[config.mk]
export PLATFORM = sky130hd
export DESIGN_NAME = mmss_countdown
export DESIGN_NICKNAME = d
export VERILOG_FILES = /design/src/rtl/timer_pkg.sv /design/src/rtl/tick_prescaler.sv /design/src/rtl/mmss_countdown.sv
export SDC_FILE = /design/constraint.sdc
export NUM_CORES = 1
export LEC_CHECK = 0
export CAP_MARGIN = 30
export CORE_MARGIN = 3
export CORE_UTILIZATION = 51
export CTS_CLUSTER_SIZE = 16
export DETAILED_ROUTE_END_ITERATION = 6
export PLACE_DENSITY = 0.84
export SLEW_MARGIN = 20
export SYNTH_ARGS = -nofsm -noshare
export SYNTH_HDL_FRONTEND = slang
export SYNTH_SLANG_ARGS = --single-unit
[constraint.sdc]
create_clock -name clk -period 3.4 [get_ports clk]
set_input_delay 1.02 -clock clk [delete_from_list [all_inputs] [get_ports clk]]
set_output_delay 1.02 -clock clk [all_outputs]
set_load 0.02 [all_outputs]
[src/rtl/timer_pkg.sv]
// Shared definitions for the mm:ss countdown timer: FSM states, time limits
// and the preset saturation helper.
package timer_pkg;

  typedef enum logic [1:0] {
    ST_IDLE  = 2'd0,
    ST_RUN   = 2'd1,
    ST_PAUSE = 2'd2,
    ST_DONE  = 2'd3
  } state_t;

  localparam logic [5:0] MAX_SEC = 6'd59;
  localparam logic [5:0] MAX_MIN = 6'd59;

  // Clamp a 6-bit preset to the given upper limit.
  function automatic logic [5:0] sat_limit(input logic [5:0] value,
                                           input logic [5:0] limit);
    return (value > limit) ? limit : value;
  endfunction

endpackage

[src/rtl/tick_prescaler.sv]
// Divides clk down to a one-cycle tick every TICK_DIV enabled cycles; the
// count is forced back to zero whenever en is low.
module tick_prescaler #(
  parameter int TICK_DIV = 100000000
) (
  input  logic clk,
  input  logic rst_n,
  input  logic en,
  output logic tick
);

  localparam int CNT_W = (TICK_DIV > 1) ? $clog2(TICK_DIV) : 1;
  localparam logic [CNT_W-1:0] LAST = CNT_W'(TICK_DIV - 1);

  logic [CNT_W-1:0] cnt;

  assign tick = en && (cnt == LAST);

  // NOTE: state registers use non-blocking assignments so every flop samples
  // pre-edge values regardless of block evaluation order.
  always_ff @(posedge clk or negedge rst_n) begin
    if (!rst_n) begin
      cnt <= '0;
    end else if (!en || cnt == LAST) begin
      cnt <= '0;
    end else begin
      cnt <= cnt + CNT_W'(1);
    end
  end

endmodule

[src/rtl/mmss_countdown.sv]
// Minutes:seconds countdown timer with load/start/stop/clear pulse controls,
// a one-cycle expired pulse and a level alarm held in DONE.
module mmss_countdown
  import timer_pkg::*;
#(
  parameter int TICK_DIV = 100000000
) (
  input  logic       clk,
  input  logic       rst_n,
  input  logic       load,
  input  logic [5:0] load_min,
  input  logic [5:0] load_sec,
  input  logic       start,
  input  logic       stop,
  input  logic       clear,
  output logic [5:0] min,
  output logic [5:0] sec,
  output logic       running,
  output logic       expired,
  output logic       alarm
);

  state_t     state;
  logic       presc_en;
  logic       tick;
  logic [5:0] nxt_min;
  logic [5:0] nxt_sec;
  logic       hits_zero;
  logic       time_nonzero;

  // Dropping enable on the stop/clear cycle both suppresses a coincident
  // tick and zeroes the prescaler on the same edge the state leaves RUN.
  assign presc_en = (state == ST_RUN) && !clear && !stop;

  tick_prescaler #(
    .TICK_DIV (TICK_DIV)
  ) u_prescaler (
    .clk   (clk),
    .rst_n (rst_n),
    .en    (presc_en),
    .tick  (tick)
  );

  // NOTE: every always_comb output gets a default first so no path leaves it
  // unassigned and no latch is inferred.
  always_comb begin
    nxt_min = min;
    nxt_sec = sec;
    if (sec != 6'd0) begin
      nxt_sec = sec - 6'd1;
    end else if (min != 6'd0) begin
      nxt_min = min - 6'd1;
      nxt_sec = MAX_SEC;
    end
  end

  assign hits_zero    = (nxt_min == 6'd0) && (nxt_sec == 6'd0);
  assign time_nonzero = (min != 6'd0) || (sec != 6'd0);
  assign running      = (state == ST_RUN);

  always_ff @(posedge clk or negedge rst_n) begin
    if (!rst_n) begin
      state   <= ST_IDLE;
      min     <= 6'd0;
      sec     <= 6'd0;
      expired <= 1'b0;
      alarm   <= 1'b0;
    end else begin
      expired <= 1'b0;
      if (clear) begin
        state <= ST_IDLE;
        min   <= 6'd0;
        sec   <= 6'd0;
        alarm <= 1'b0;
      end else if (load && state != ST_RUN) begin
        state <= ST_IDLE;
        min   <= sat_limit(load_min, MAX_MIN);
        sec   <= sat_limit(load_sec, MAX_SEC);
        alarm <= 1'b0;
      end else begin
        case (state)
          ST_IDLE, ST_PAUSE: begin
            if (start && time_nonzero) begin
              state <= ST_RUN;
            end
          end
          ST_RUN: begin
            if (stop) begin
              state <= ST_PAUSE;
            end else if (tick) begin
              min <= nxt_min;
              sec <= nxt_sec;
              if (hits_zero) begin
                state   <= ST_DONE;
                expired <= 1'b1;
                alarm   <= 1'b1;
              end
            end
          end
          ST_DONE: begin
            // Start cannot restart from 00:00; it only acknowledges the alarm.
            if (start) begin
              alarm <= 1'b0;
            end
          end
          default: state <= ST_IDLE;
        endcase
      end
    end
  end

endmodule

==> flow_summary.ini <==
[timing]
grt_setup_unrepaired = false
fin_hold_ws_ns = 0.5062
slew_headroom_pct = 59.26
period_share_pct = 89.54
tightest_slew_ns = 0.6047
fin_crit_ns = 3.044
hold_viol = 0
finClkSkew_ns = 0.008533
drv_slew = 0
final-setup-viol-count = 0
setup_tns_ns = 0
fmax_ghz = 0.3285

[synth]
synth-async-reset-ratio_pct = 100.0
synthTopCellsByArea = dfrtp_1 41%, nor2_1 6.5%, xor2_1 4.4%
synth_cells = 306
avgSynthCellArea_um2 = 8.521
synth_area_um2 = 2608
ys.flop_type = dfrtp_1
synth.distinct_cells = 47
ys_ff_latch = 43
yosysWarnings = 0
synth-edff-count = 0
synth_top_area_share_pct = 41.27
yosys.area.top_type = dfrtp_1
synth_nets = 328
ys_top_cells_by_count = 45 x nor2_1, 43 x dfrtp_1, 30 x nand2_1, 19 x a21oi_1, 16 x nor3_1
yosysMostFrequentCell = nor2_1
ys_seq_area_share_pct = 41.27

[die]
die_x_um = 77.51
initial_core_util_pct = 54.13
die_y_um = 77.51
rows = 25
ioPinCount = 33
die_area_um2 = 6007
core_area_um2 = 4817

[setup_path]
timing.rr.end = state[0]$_DFFE_PN0P_
critPathMaxFanout = 8
r2r_slack_ns = 0.36
cp-end-kind = flip-flop
crit_type = flip-flop to flip-flop
worst_ep_arrival_time_ns = 3.23
crit_required_ns = 3.59
cp-start-kind = flip-flop
reg2reg_depth = 8
reg2reg_from = sec[0]$_DFFE_PN0P_
crit_path_start = sec[0]$_DFFE_PN0P_

[cts]
cts-root-buf = clkbuf_8
clk_pin_slew_ns = 0.08
cts_tree = yes
ctsHoldBuffers = 0
clk-insertion-delay-late_ns = 0.30
cts_inserted_buffers = 5
h-tree-depth = 2
cts_resized = 0
cts_setup_buffers = 0
clockBufferDepth = 2
numClockSinks = 43

[layout]
drive_above_1_share_pct = 6.395
nNetsFinal = 365
final_cells = 411
fin_util_pct = 65.19
syn_to_final_growth_pct = 20.44
antenna_cells = 0

[grt]
grt_use_met3_pct = 3.248
busiest_layer = met2
grt_pass1_wl_mm = 10.67
grt.met2_usage_pct = 36.01
grt.total_usage_pct = 21.83
use_met1_pct = 29.54
grt-ovfl-total = 0
grt_pass1_vias = 2295
grt_max_degree = 44
antenna_found_initial = 0

[drt]
drt_iter0_markers = 192
vias_per_cell = 5.920
detail-route-antenna-nets = 0
avgRoutedWirePerCell_um = 15.47
dr.pass1.iters = 5
vias = 2433
drc = 0
routed_wl_mm = 6.359

[hold_path]
hold_depth = 1
hp-class = flip-flop to flip-flop
worstHoldStart = u_prescaler.cnt[0]$_DFF_PN0_
min_to = u_prescaler.cnt[0]$_DFF_PN0_

[placement]
dp_hpwl_mm = 4.597
portBuffers = 32
place_congestion = 0.9691
dp.cells = 402

[power_and_ir_drop]
p_total_mw = 1.462
pwr_density_cell_nw_per_um2 = 465.6
vdd_drop_max_v = 0.0002197
leakagePower_nw = 1.233

[run_status]
status = completed

[flow_run]
maxCapViolations = 0
==> registers in the layout, indices dropped and copies added, names as in the netlist <==
register         flops
sec                  6
state                2
u_prescaler.cnt     27
min                  6
alarm                1
expired              1
==> critical path, cell delays in order, from the launching register on <==
cell	delay [ns]
dfrtp_1	0.46
inv_1	0.09
ha_1	0.23
or3b_4	0.44
nor4_1	0.29
mux2i_1	0.26
or4b_4	0.49
or3_1	0.36
a211o_1	0.31
==> layout make-up <==
class / count / area, um^2
inverter: 12 / 45.04
fill: 409 / 1677
clock inverter: 2 / 16.27
clock buffer: 6 / 82.58
sequential: 43 / 1076
tap: 67 / 83.83
timing repair buffer: 39 / 387.9
multi-input combinational: 242 / 1449
==> worst max path at each step <==
stage,endpoint,cells past startpoint
after floorplan,state[0]$_DFFE_PN0P_,8
after global placement,state[0]$_DFFE_PN0P_,8
after detailed placement,state[0]$_DFFE_PN0P_,8
after CTS,state[0]$_DFFE_PN0P_,8
after global routing,state[0]$_DFFE_PN0P_,8
final,state[0]$_DFFE_PN0P_,8
==> cells by family after synthesis <==
family	count (synthesis)	share of synthesized area, %
buf+inv	21	3.167
simple gates	157	31.38
xor+xnor	25	8.397
fa+ha+maj	4	1.919
mux	2	0.7678
compound gates	54	13.10
flops	43	41.27
==> cells in the final DEF, fill, tap and decap left out, types with 3 or more instances in the layout <==
| cell type | synthesis | routed |
|---|---|---|
| inv_1 | 12 | 12 |
| dfrtp_1 | 43 | 43 |
| o211ai_1 | 4 | 4 |
| nor2_1 | 45 | 45 |
| a21oi_1 | 19 | 19 |
| clkbuf_8 | 0 | 6 |
| nand2_1 | 30 | 30 |
| nor3_1 | 16 | 16 |
| o21a_1 | 4 | 4 |
| nand4_1 | 9 | 9 |
| or3_1 | 7 | 7 |
| buf_4 | 0 | 6 |
| and3_1 | 4 | 4 |
| xnor2_1 | 12 | 12 |
| nand2b_1 | 6 | 6 |
| ha_1 | 4 | 4 |
| o21ai_0 | 8 | 8 |
| clkdlybuf4s50_1 | 0 | 31 |
| and4_1 | 6 | 6 |
| o221ai_1 | 4 | 4 |
| or4_1 | 3 | 3 |
| nand3_1 | 14 | 14 |
| nor4_1 | 3 | 3 |
| a311oi_1 | 3 | 3 |
| xor2_1 | 13 | 13 |
==> power breakdown <==
part           switching (mW)  internal (mW)
Clock                   0.180          0.166
Combinational           0.306          0.221
Sequential             0.0520          0.539
==> per-stage QoR <==
step	cell area, um^2	setup WS (ns)
4_1_cts	3113	0.3828
2_1_floorplan	2608	0.4638
3_5_place_dp	3014	0.3952
5_1_grt	3141	0.2490
3_3_place_gp	3014	0.4735
6_report	3141	0.3557
==> layer usage <==
metal,vias to the layer above,part of all wire [%],wire length [um]
met5,-,0,0
met4,0,0.57,36
met3,4,6.5,416
met2,89,48,3058
met1,1173,45,2848
li1,1167,-,-
Note: power is estimated with default switching activity, not from simulation.
